## src/rtl/brightness_control_pkg.sv

```systemverilog
// Shared types and constants for the brightness control Avalon-ST Video encoder.
package brightness_control_pkg;

   typedef enum logic [4:0] {
      ST_IDLE  = 5'b00001,
      ST_CTYPE = 5'b00010,
      ST_CHEAD = 5'b00100,
      ST_VTYPE = 5'b01000,
      ST_DATA  = 5'b10000
   } state_t;

   localparam logic [3:0] TYPE_CTRL  = 4'hF;
   localparam logic [3:0] TYPE_VIDEO = 4'h0;

   // Nine header nibbles spread over COLOR_PLANES symbols per beat.
   function automatic int unsigned hdr_beats(input int unsigned planes);
      return (9 + planes - 1) / planes;
   endfunction

endpackage

```

## src/rtl/brightness_control_encode_if.sv

```systemverilog
// Avalon-ST Video stream bundle: data/valid/sop/eop forward, ready backward.
interface brightness_control_encode_if #(
   parameter int DATA_WIDTH = 24
);
   logic [DATA_WIDTH-1:0] data;
   logic                  valid;
   logic                  startofpacket;
   logic                  endofpacket;
   logic                  ready;

   modport master (output data, valid, startofpacket, endofpacket, input ready);
   modport slave  (input data, valid, startofpacket, endofpacket, output ready);
endinterface

```

## src/rtl/brightness_control_hdr_pack.sv

```systemverilog
// Packs the latched frame dimensions into one control-packet header beat.
module brightness_control_hdr_pack #(
   parameter int DATA_WIDTH   = 24,
   parameter int COLOR_BITS   = 8,
   parameter int COLOR_PLANES = 3
) (
   input  logic [15:0]           width,
   input  logic [15:0]           height,
   input  logic [3:0]            interlaced,
   input  logic [3:0]            beat,
   output logic [DATA_WIDTH-1:0] data
);
   logic [3:0] nib [9];
   logic [7:0] idx;

   always_comb begin
      nib[0] = width[15:12];
      nib[1] = width[11:8];
      nib[2] = width[7:4];
      nib[3] = width[3:0];
      nib[4] = height[15:12];
      nib[5] = height[11:8];
      nib[6] = height[7:4];
      nib[7] = height[3:0];
      nib[8] = interlaced;
      data   = '0;
      idx    = '0;
      for (int j = 0; j < COLOR_PLANES; j++) begin
         idx = {4'd0, beat} * 8'(COLOR_PLANES) + 8'(j);
         // Symbols past the ninth nibble stay zero.
         if (idx < 8'd9) data[j*COLOR_BITS +: 4] = nib[idx[3:0]];
      end
   end
endmodule

```

## src/rtl/brightness_control_encode.sv

```systemverilog
// Re-encodes a bare pixel stream as control packet + video packet per frame.
// BRIGHTNESS_CONTROL_ENCODE_CTRL_PKT_EN enables the control packet; otherwise only the video type beat is added.
module brightness_control_encode
   import brightness_control_pkg::*;
#(
   parameter int DATA_WIDTH   = 24,
   parameter int COLOR_BITS   = 8,
   parameter int COLOR_PLANES = 3
) (
   input  logic                        clk,
   input  logic                        rst_n,
   input  logic [15:0]                 im_width,
   input  logic [15:0]                 im_height,
   input  logic [3:0]                  im_interlaced,
   brightness_control_encode_if.slave  din,
   brightness_control_encode_if.master dout
);
   localparam int HDR_BEATS = int'(hdr_beats(COLOR_PLANES));

   state_t state;

`ifdef BRIGHTNESS_CONTROL_ENCODE_CTRL_PKT_EN
   logic [15:0]           lat_width;
   logic [15:0]           lat_height;
   logic [3:0]            lat_interlaced;
   logic [3:0]            cnt;
   logic [DATA_WIDTH-1:0] hdr_data;

   brightness_control_hdr_pack #(
      .DATA_WIDTH  (DATA_WIDTH),
      .COLOR_BITS  (COLOR_BITS),
      .COLOR_PLANES(COLOR_PLANES)
   ) u_hdr_pack (
      .width      (lat_width),
      .height     (lat_height),
      .interlaced (lat_interlaced),
      .beat       (cnt),
      .data       (hdr_data)
   );
`else
   logic unused_im;
   assign unused_im = ^{im_width, im_height, im_interlaced};
`endif

   always_ff @(posedge clk or negedge rst_n) begin
      if (!rst_n) begin
         state <= ST_IDLE;
`ifdef BRIGHTNESS_CONTROL_ENCODE_CTRL_PKT_EN
         cnt            <= '0;
         lat_width      <= '0;
         lat_height     <= '0;
         lat_interlaced <= '0;
`endif
      end else begin
         case (state)
            ST_IDLE: if (din.valid && din.startofpacket) begin
`ifdef BRIGHTNESS_CONTROL_ENCODE_CTRL_PKT_EN
               lat_width      <= im_width;
               lat_height     <= im_height;
               lat_interlaced <= im_interlaced;
               state          <= ST_CTYPE;
`else
               state <= ST_VTYPE;
`endif
            end
`ifdef BRIGHTNESS_CONTROL_ENCODE_CTRL_PKT_EN
            ST_CTYPE: if (dout.ready) begin
               cnt   <= '0;
               state <= ST_CHEAD;
            end
            ST_CHEAD: if (dout.ready) begin
               if (cnt == 4'(HDR_BEATS - 1)) begin
                  cnt   <= '0;
                  state <= ST_VTYPE;
               end else begin
                  cnt <= cnt + 4'd1;
               end
            end
`endif
            ST_VTYPE: if (dout.ready) state <= ST_DATA;
            ST_DATA:  if (din.valid && dout.ready && din.endofpacket) state <= ST_IDLE;
            default:  state <= ST_IDLE;
         endcase
      end
   end

   // Generated beats depend only on registered state, so they hold under backpressure.
   always_comb begin
      dout.valid         = 1'b0;
      dout.data          = '0;
      dout.startofpacket = 1'b0;
      dout.endofpacket   = 1'b0;
      din.ready          = 1'b0;
      case (state)
         ST_IDLE: din.ready = ~din.startofpacket;
`ifdef BRIGHTNESS_CONTROL_ENCODE_CTRL_PKT_EN
         ST_CTYPE: begin
            dout.valid         = 1'b1;
            dout.data[3:0]     = TYPE_CTRL;
            dout.startofpacket = 1'b1;
         end
         ST_CHEAD: begin
            dout.valid       = 1'b1;
            dout.data        = hdr_data;
            dout.endofpacket = (cnt == 4'(HDR_BEATS - 1));
         end
`endif
         ST_VTYPE: begin
            dout.valid         = 1'b1;
            dout.data[3:0]     = TYPE_VIDEO;
            dout.startofpacket = 1'b1;
         end
         ST_DATA: begin
            dout.valid       = din.valid;
            dout.data        = din.data;
            dout.endofpacket = din.endofpacket;
            din.ready        = dout.ready;
         end
         default: ;
      endcase
   end
endmodule
```

## src/flat_wrapper.sv

```systemverilog
// flat-port wrapper written by rule: the top's interface ports become plain ports
module brightness_control_encode_flat import brightness_control_pkg::*;
#(
   parameter int DATA_WIDTH   = 24,
   parameter int COLOR_BITS   = 8,
   parameter int COLOR_PLANES = 3
)
  (clk, rst_n, im_width, im_height, im_interlaced, din_data, din_valid, din_startofpacket, din_endofpacket, din_ready, dout_data, dout_valid, dout_startofpacket, dout_endofpacket, dout_ready);
  brightness_control_encode_if #(.DATA_WIDTH(DATA_WIDTH)) din_i ();
  brightness_control_encode_if #(.DATA_WIDTH(DATA_WIDTH)) dout_i ();
  input  logic clk;
  input  logic rst_n;
  input  logic [15:0] im_width;
  input  logic [15:0] im_height;
  input  logic [3:0] im_interlaced;
  input wire logic [$bits(din_i.data)-1:0] din_data;
  input wire logic [$bits(din_i.valid)-1:0] din_valid;
  input wire logic [$bits(din_i.startofpacket)-1:0] din_startofpacket;
  input wire logic [$bits(din_i.endofpacket)-1:0] din_endofpacket;
  output wire logic [$bits(din_i.ready)-1:0] din_ready;
  output wire logic [$bits(dout_i.data)-1:0] dout_data;
  output wire logic [$bits(dout_i.valid)-1:0] dout_valid;
  output wire logic [$bits(dout_i.startofpacket)-1:0] dout_startofpacket;
  output wire logic [$bits(dout_i.endofpacket)-1:0] dout_endofpacket;
  input wire logic [$bits(dout_i.ready)-1:0] dout_ready;
  assign din_i.data = din_data;
  assign din_i.valid = din_valid;
  assign din_i.startofpacket = din_startofpacket;
  assign din_i.endofpacket = din_endofpacket;
  assign din_ready = din_i.ready;
  assign dout_data = dout_i.data;
  assign dout_valid = dout_i.valid;
  assign dout_startofpacket = dout_i.startofpacket;
  assign dout_endofpacket = dout_i.endofpacket;
  assign dout_i.ready = dout_ready;
  brightness_control_encode #(.DATA_WIDTH(DATA_WIDTH), .COLOR_BITS(COLOR_BITS), .COLOR_PLANES(COLOR_PLANES)) u_core (.clk(clk), .rst_n(rst_n), .im_width(im_width), .im_height(im_height), .im_interlaced(im_interlaced), .din(din_i), .dout(dout_i));
endmodule
```

## config.mk

```make
export PLATFORM = sky130hd
export DESIGN_NAME = brightness_control_encode_flat
export DESIGN_NICKNAME = d
export VERILOG_FILES = /design/src/rtl/brightness_control_pkg.sv /design/src/rtl/brightness_control_encode_if.sv /design/src/rtl/brightness_control_hdr_pack.sv /design/src/rtl/brightness_control_encode.sv /design/src/flat_wrapper.sv
export SDC_FILE = /design/constraint.sdc
export NUM_CORES = 1
export LEC_CHECK = 0
export CAP_MARGIN = 20
export CORE_MARGIN = 4
export CORE_UTILIZATION = 15
export CTS_BUF_LIST = sky130_fd_sc_hd__clkbuf_8
export DETAILED_ROUTE_END_ITERATION = 10
export PLACE_DENSITY = 0.81
export SLEW_MARGIN = 5
export SYNTH_ARGS = -nofsm -noshare
export SYNTH_HDL_FRONTEND = slang
export SYNTH_SLANG_ARGS = --single-unit
```

## constraint.sdc

```tcl
create_clock -name clk -period 1.13 [get_ports clk]
set_clock_uncertainty 0.15 [all_clocks]
set_input_delay 0.113 -clock clk [delete_from_list [all_inputs] [get_ports clk]]
set_output_delay 0.113 -clock clk [all_outputs]
set_load 0.02 [all_outputs]
```

* Word level (Yosys, flattened, before mapping) *
Cells that the tools add are included.

word-level totals
  register bits after elaboration = 5
  input port bits = 66
  output and inout bits = 28
  logic and storage cells = 22

operators by class
  eq/ne operators = 6
  mux-type cells = 10
  bitwise logic cells = 1
  reduce and logical (&&, ||, !) cells = 4

operator list
  cell                                                    count
  two-way mux 20 bit                                      1
  two-way mux 5 bit                                       3
  case mux 5 bit (3 select lines)                         1
  equality test 5 x 1 -> 1 bit (second input constant)    1
  equality test 5 x 4 -> 1 bit (second input constant)    1
  equality test 5 bit (second input constant)             1
  two-way mux 4 bit                                       1
  inequality test 2 x 1 -> 1 bit (second input constant)  2
  case mux 1 bit (2 select lines)                         2
  logical AND 1 bit                                       3
  AND reduction 3 bit                                     1
  two-way mux 1 bit                                       2
  inequality test 2 bit (second input constant)           1
  inverter 1 bit                                          1

* Logic depth before layout (Yosys ltp) *
  depth in word-level cells = 4
  mapped depth = 3
  depth with buffers taken out = 3

* Least setup slack after synthesis *
OpenSTA, ideal clock, no wires.

  kind = register -> output
  start = reg u_core.state[3]
  end = out dout_valid
  arrival = 1.347 ns
  required time = 0.867 ns
  path slack = -0.480 ns
  cell stages (with the launch flop) = 3
  buffers on the path = 0
  cells stage by stage = dfrtp_1 nor3b_1 a21o_2

between the ends
  cells in the longest elaborated chain, start to end = 2
  elaborated cells between the ends (all ways) = 3
  those cells by class = eq/ne: 2; mux: 1

ends and longest elaborated chain
  item                                                                        RTL line                         RTL
  start: declaration                                                          brightness_control_encode.sv:20  state_t state;
  start signal: assignment                                                    brightness_control_encode.sv:47  state <= ST_IDLE;
  start signal: assignment                                                    brightness_control_encode.sv:63  state <= ST_VTYPE;
  start signal: assignment                                                    brightness_control_encode.sv:80  ST_VTYPE: if (dout.ready) state <= ST_DATA;
  equality test 5 bit / equality test 5 x 4 -> 1 bit (equally long branches)  brightness_control_encode.sv:94  case (state)
  case mux 1 bit (2 select lines) *                                           brightness_control_encode.sv:94
  end: declaration                                                            flat_wrapper.sv:22               output wire logic [$bits(dout_i.valid)-1:0] dout_valid;

Every way passes the cells marked *; elsewhere a longest branch is shown, timed or not.

* Worst setup path after layout *
  start = reg u_core.state[0]
  end = out dout_valid

Same word-level chain as after synthesis.

==> reports/qor.txt <==
Syn Nets: 111
Synth area leader: and2_2
Reg clk slew, reported paths: 0.03 ns
Number of nets with antenna violations after routing: 0
Setup violators final: 31
GPL Wtd Cong: 0.778
Largest net degree at the start of global routing: 14
Worst slew pin tran: 0.212 ns
MaxCap Viol Count: 0
Gr usage total: 11.3%
Boundary pin count: 94
Largest Register: u_core.state
First-pass GRT wire length: 2930 microns
Total CTS buffers: 3
Area contributors post-synth: and2_2 (30%), and2_1 (18%), dfrtp_1 (13%)
Post-route minimum period: 1.62 ns
Die area: 0.00340 sq mm
Syn Std Cell Area: 379 sq um
Vias in the first global route: 659
Initial DRC count: 1
Top cell type's share of synthesized area: 29.7%
Dpl ws: -0.717 ns
Num Clock Sinks: 3
Seq/Total Area, Yosys: 20.1%
Share of layout cells above drive strength 1: 65.3%
Setup slack after layout: -0.491 ns
EDFF count, synth: 0
Critical Path End Type: primary output
Critical Path AT: 1.36 ns
Diodes inserted: 0
Max reg flops: 3
Starting Density: 16.5%
TritonCTS clock tree: done
Failing checks: setup timing
Pre-antenna DRT Iters: 2
Commonest cells in the netlist: and2_2 (15), and2_1 (11)
Relative slew slack: 85.9%
Min-delay worst type: in -> reg
Clock Latency Late Sink: 0.21 ns
Clock buffer depth: 2
Largest regs: u_core.state: 3 flops
CTS H-tree depth: 1
Die W: 58.3 microns
P&R area growth vs syn: 228%
Count leader, synth: and2_2
Port buffer count: 57
Post-route clock period utilization: 143%
Synth warn: 0
DRT Wirelength: 1970 microns
Via-to-Cell Ratio: 3.97
Slew Limit Fails: 0
Critical path required time: 0.87 ns
Hold slack: 0.418 ns
Die height: 58.3 microns
DRC violation count after routing: 0
Max IR drop VDD: 0.961 mV
Mean post-synth cell area: 8.42 sq um
Max Clk Rate: 617 MHz
Synth cell types: 17
Root buf cell: clkbuf_8
Placed wire-length estimate: 1550 microns
Final Hold Vio Count: 0
RSZ-0062 raised after global routing: true
Post-synth ARST share: 100%
CP Launch Type: register
Core Region: 0.00230 sq mm
Pwr dens: 518 mW/mm^2
Ys flop type: dfrtp_1
Via count: 579
Row Count: 17
Number of nets in the layout: 185
Avg WL per Cell: 13.5 microns
Initial antenna violation count: 0
Post-Syn Instances: 45
Crit-path max FO: 2
CP Class: reg -> out
Status: finished, violations left
Sum of negative setup slack: -12.98 ns
Leakage: 0.000587 uW
Yosys reg bits: 3
Overflow after GRT: 0
-- placed cells by master (no fill, tap or decap) --
master / count
dlygate4sd3_1: 1
dfrtp_1: 2
buf_6: 31
clkbuf_8: 3
a21o_2: 1
nor2_1: 2
a21oi_2: 2
nand2_1: 1
nand3b_1: 1
buf_4: 9
nor3b_4: 2
buf_12: 1
clkdlybuf4s50_1: 29
nand4b_1: 1
nor3_2: 1
and2_4: 26
a21o_1: 1
dfstp_2: 1
or3b_1: 1
inv_1: 1
nand3_1: 1
-- routing by layer --
layer | vias to the layer above | wire (microns) | GRT usage, % | share of wire [%]
li1 | 291 | - | - | -
met1 | 260 | 602 | 10.7 | 31
met2 | 22 | 1200 | 21.7 | 61
met3 | 6 | 116 | 4.23 | 5.9
met4 | 0 | 55 | 3.97 | 2.8
met5 | - | 0 | 0 | 0
-- cell families (layout without fill, tap and decap cells) --
| kind of cell | Yosys count | count (layout) | share of synthesized area [%] |
|---|---|---|---|
| and+or+nand+nor | 36 | 36 | 67.0 |
| AOI/OAI and AO/OA | 4 | 4 | 6.93 |
| DFF | 3 | 3 | 20.1 |
| buffers and inverters | 2 | 75 | 5.94 |
-- layout make-up --
cell class                      instances  area, sq um
Multi-Input combinational cell         40          350
Tap cell                               28         35.0
Sequential cell                         3         76.3
Clock inverter                          1         3.75
Clock buffer                            3         41.3
Fill cell                             220         1050
Timing Repair Buffer                   71          737
-- metrics by stage --
stage                     instance area (sq um)  power, uW  util, %  cells
final                                      1240        644     54.1    146
after floorplan                             422        175        -     45
after detailed placement                   1080        330     47.2    137
after global placement                     1080        326     47.2    137
after global routing                       1240        686     54.1    146
after CTS                                  1240        650     54.1    145
-- timing repair --
item | in CTS | in global routing
hold endpoints to repair | 2 | 0
endpoints found under the setup margin | 31 | 31
hold buffers | 1 | 0
cloned | 1 | 1
buffers inserted | 2 | 1
resized for setup | 177 | 7
pin swaps | 5 | 2
-- path summary, 6_finish.rpt --
path / slack [ns] / cells past startpoint / start / to
worst max-delay path: -0.49 / 5 / u_core.state[0] / dout_valid
worst min register to register: 0.43 / 2 / u_core.state[4] / u_core.state[3]
min in group asynchronous: 0.47 / 2 / rst_n / u_core.state[3]
worst max register to register: -0.25 / 5 / u_core.state[0] / u_core.state[4]
worst min-delay path: 0.42 / 3 / din_startofpacket / u_core.state[3]
max in group asynchronous: 0.14 / 2 / rst_n / u_core.state[0]
-- where the power goes --
part	internal, uW	switching (uW)	leakage, uW
Clock	231	63.7	0.0000269
Combinational	152	69.5	0.000522
Sequential	120	8.27	0.0000377
-- critical path, stage by stage, from the launching register on --
cell,delay (ns)
dfstp_2,0.54
nor3b_4,0.05
buf_6,0.12
buf_4,0.13
a21o_2,0.18
buf_6,0.12
Power figures use the tool's default switching activity.
==> variant (same settings) <==
`DATA_WIDTH` is set to 24 in 3 places; all go to 48.
--- a/src/rtl/brightness_control_encode_if.sv
+++ b/src/rtl/brightness_control_encode_if.sv
@@ -2,3 +2,3 @@
 interface brightness_control_encode_if #(
-   parameter int DATA_WIDTH = 24
+   parameter int DATA_WIDTH = 48
 );
--- a/src/rtl/brightness_control_encode.sv
+++ b/src/rtl/brightness_control_encode.sv
@@ -5,3 +5,3 @@
 #(
-   parameter int DATA_WIDTH   = 24,
+   parameter int DATA_WIDTH   = 48,
    parameter int COLOR_BITS   = 8,
--- a/src/flat_wrapper.sv
+++ b/src/flat_wrapper.sv
@@ -3,3 +3,3 @@
 #(
-   parameter int DATA_WIDTH   = 24,
+   parameter int DATA_WIDTH   = 48,
    parameter int COLOR_BITS   = 8,
Interface: changed (resized din_data and dout_data); port bits go from 94 to 142. No check against the original RTL was run, so the function may have changed too.
==> variant against the unedited design <==
- design area is 56% higher
- register-to-register slack got worse by 0.02 ns
- worst setup slack got worse by 0.012 ns
- the flow still finishes with violations (setup timing)
- sequential cell count is the same
- power grew 22%
- area after synthesis is 51% higher
- highest routed layer unchanged
- non-clock buffer count up 47
- routed wire length is 47% higher
==> variant: results (changes against the unedited design) <==
outcome - finished with violations
failing checks - setup timing
syn_area_per_cell - 7.83 µm² (-7.0%)
antenna cells - 0 (unchanged)
sequential area share after synthesis - 13.3% (-6.8 points)
synth top area cells - and2_2 (53%), and2_1 (9.8%), dfrtp_1 (8.8%), dfstp_2 (4.6%), clkbuf_2 (4.4%)
final count of negative-setup-slack endpoints - 55 (+77%)
Comb power frac - 44.1% (+9.7 points)
switching power - 181 µW (+28%)
internal cell power - 607 µW (+21%)
post-synthesis compound-gate area fraction - 5.47% (-1.5 points)
ys async rst share - 100% (unchanged)
Post-synth top cells - and2_2 (40), and2_1 (9), clkbuf_2 (5)
hold depth - 3 (unchanged)
adder-cell share of the synthesized area - 0% (unchanged)
worst slack, placed - -0.761 ns (-0.0440 ns)
Inst Count DP - 229 (+67%)
Synth Flop Type - dfrtp_1
Clock net power - 311 µW (+6%)
vias in the first global route - 931 (+41%)
P_leak - 0.000894 µW (+52%)
VDD IR max - 0.000480 V (-50%)
Max-Slew Margin vs Limit - 85.1% (-0.81 points)
DP Area - 1770 µm² (+63%)
Skew-Pair Late Insertion Delay - 0.22 ns
I/O Buffers - 105 (+84%)
Post-DP HPWL - 2350 µm (+52%)
Yosys Warn Count - 0 (unchanged)
filler cell count - 354 (+61%)
GRT Util Overall - 10.9% (-0.35 points)
1st-pass router iterations - 4 (+2)
Data arrival, critical path - 1.37 ns
setup TNS - -25.18 ns (-12.20 ns)
Placer Congestion - 0.780 (+0.36%)
ratio of cells with drive above 1 in the final layout - 65.8% (+0.54 points)
Via density - 3.93 (-0.83%)
vias post-DR - 936 (+62%)
first-pass GRT wire length - 4370 µm (+49%)
FF-to-FF path depth - 5 (unchanged)
Iteration-0 DRC Markers - 9 (+8)
largest net degree at the start of global routing - 29 (+15)
largest register by flop count - u_core.state
htree depth - 1 (unchanged)
HP Class - input port to register
setup ws final - -0.502 ns (-0.0116 ns)
syn nets - 163 (+47%)
Clock transition at path regs - 0.03 ns (about the same)
Layout Nets - 281 (+52%)
synth unique cells - 16 (-1)
Crit Path Max Fanout - 6 (+4)
Synth Area in XOR/XNOR - 0% (unchanged)
mean routed wirelength per cell - 12.2 µm (-9.6%)
variant: changes by cell type after synthesis, sizes merged:
cell,unedited run,this run
nor3,1,0
buf,2,0
a21o,2,1
a21oi,2,3
and2,26,49
a211oi,0,1
nand3b,1,3
clkbuf,0,5
variant: final cells by class:
class	instances	area, µm²	share of cell area [%]
Timing Repair Buffer	118	1240	63.9
Tap cell	48	60.1	3.09
Clock inverter	1	3.75	0.193
Clock buffer	3	41.3	2.12
Multi-Input combinational cell	65	519	26.7
Sequential cell	3	76.3	3.93
variant: routing by layer:
layer	up-vias	wire, µm	track usage [%]	part of all wire (%)
li1	463	-	-	-
met1	415	983	10.6	34
met2	53	1610	22.6	55
met3	5	281	2.75	9.7
met4	0	32	2.55	1.1
met5	-	0	0	0
variant: cell families (layout without fill, tap and decap cells):
| group | Yosys count | in the layout |
|---|---|---|
| compound gates | 5 | 5 |
| simple gates | 60 | 60 |
| flops | 3 | 3 |
| buf+inv | 5 | 122 |
variant: path summary, 6_finish.rpt:
| kind | slack, ns | start | end |
|---|---|---|---|
| min in group asynchronous | 0.48 | rst_n | u_core.state[3] |
| max in group asynchronous | 0.12 | rst_n | u_core.state[0] |
| min | 0.42 | din_startofpacket | u_core.state[3] |
| max | -0.50 | u_core.state[0] | dout_valid |
| min reg2reg | 0.45 | u_core.state[4] | u_core.state[3] |
| max reg2reg | -0.27 | u_core.state[3] | u_core.state[3] |
variant: what timing repair did:
item | CTS | global route
gates resized for setup | 315 | 12
hold endpoints to repair | 2 | 0
pin swaps | 2 | 4
buffers inserted | 3 | 4
endpoints found under the setup margin | 54 | 55
gates cloned | 0 | 0
hold buffers | 1 | 0
variant: critical path, cell delays in order, from the launching register on:
cell and delay (ns):
dfstp_2 0.56, buf_6 0.10, buf_6 0.12, nor3b_4 0.05
a21o_2 0.19, buf_6 0.13
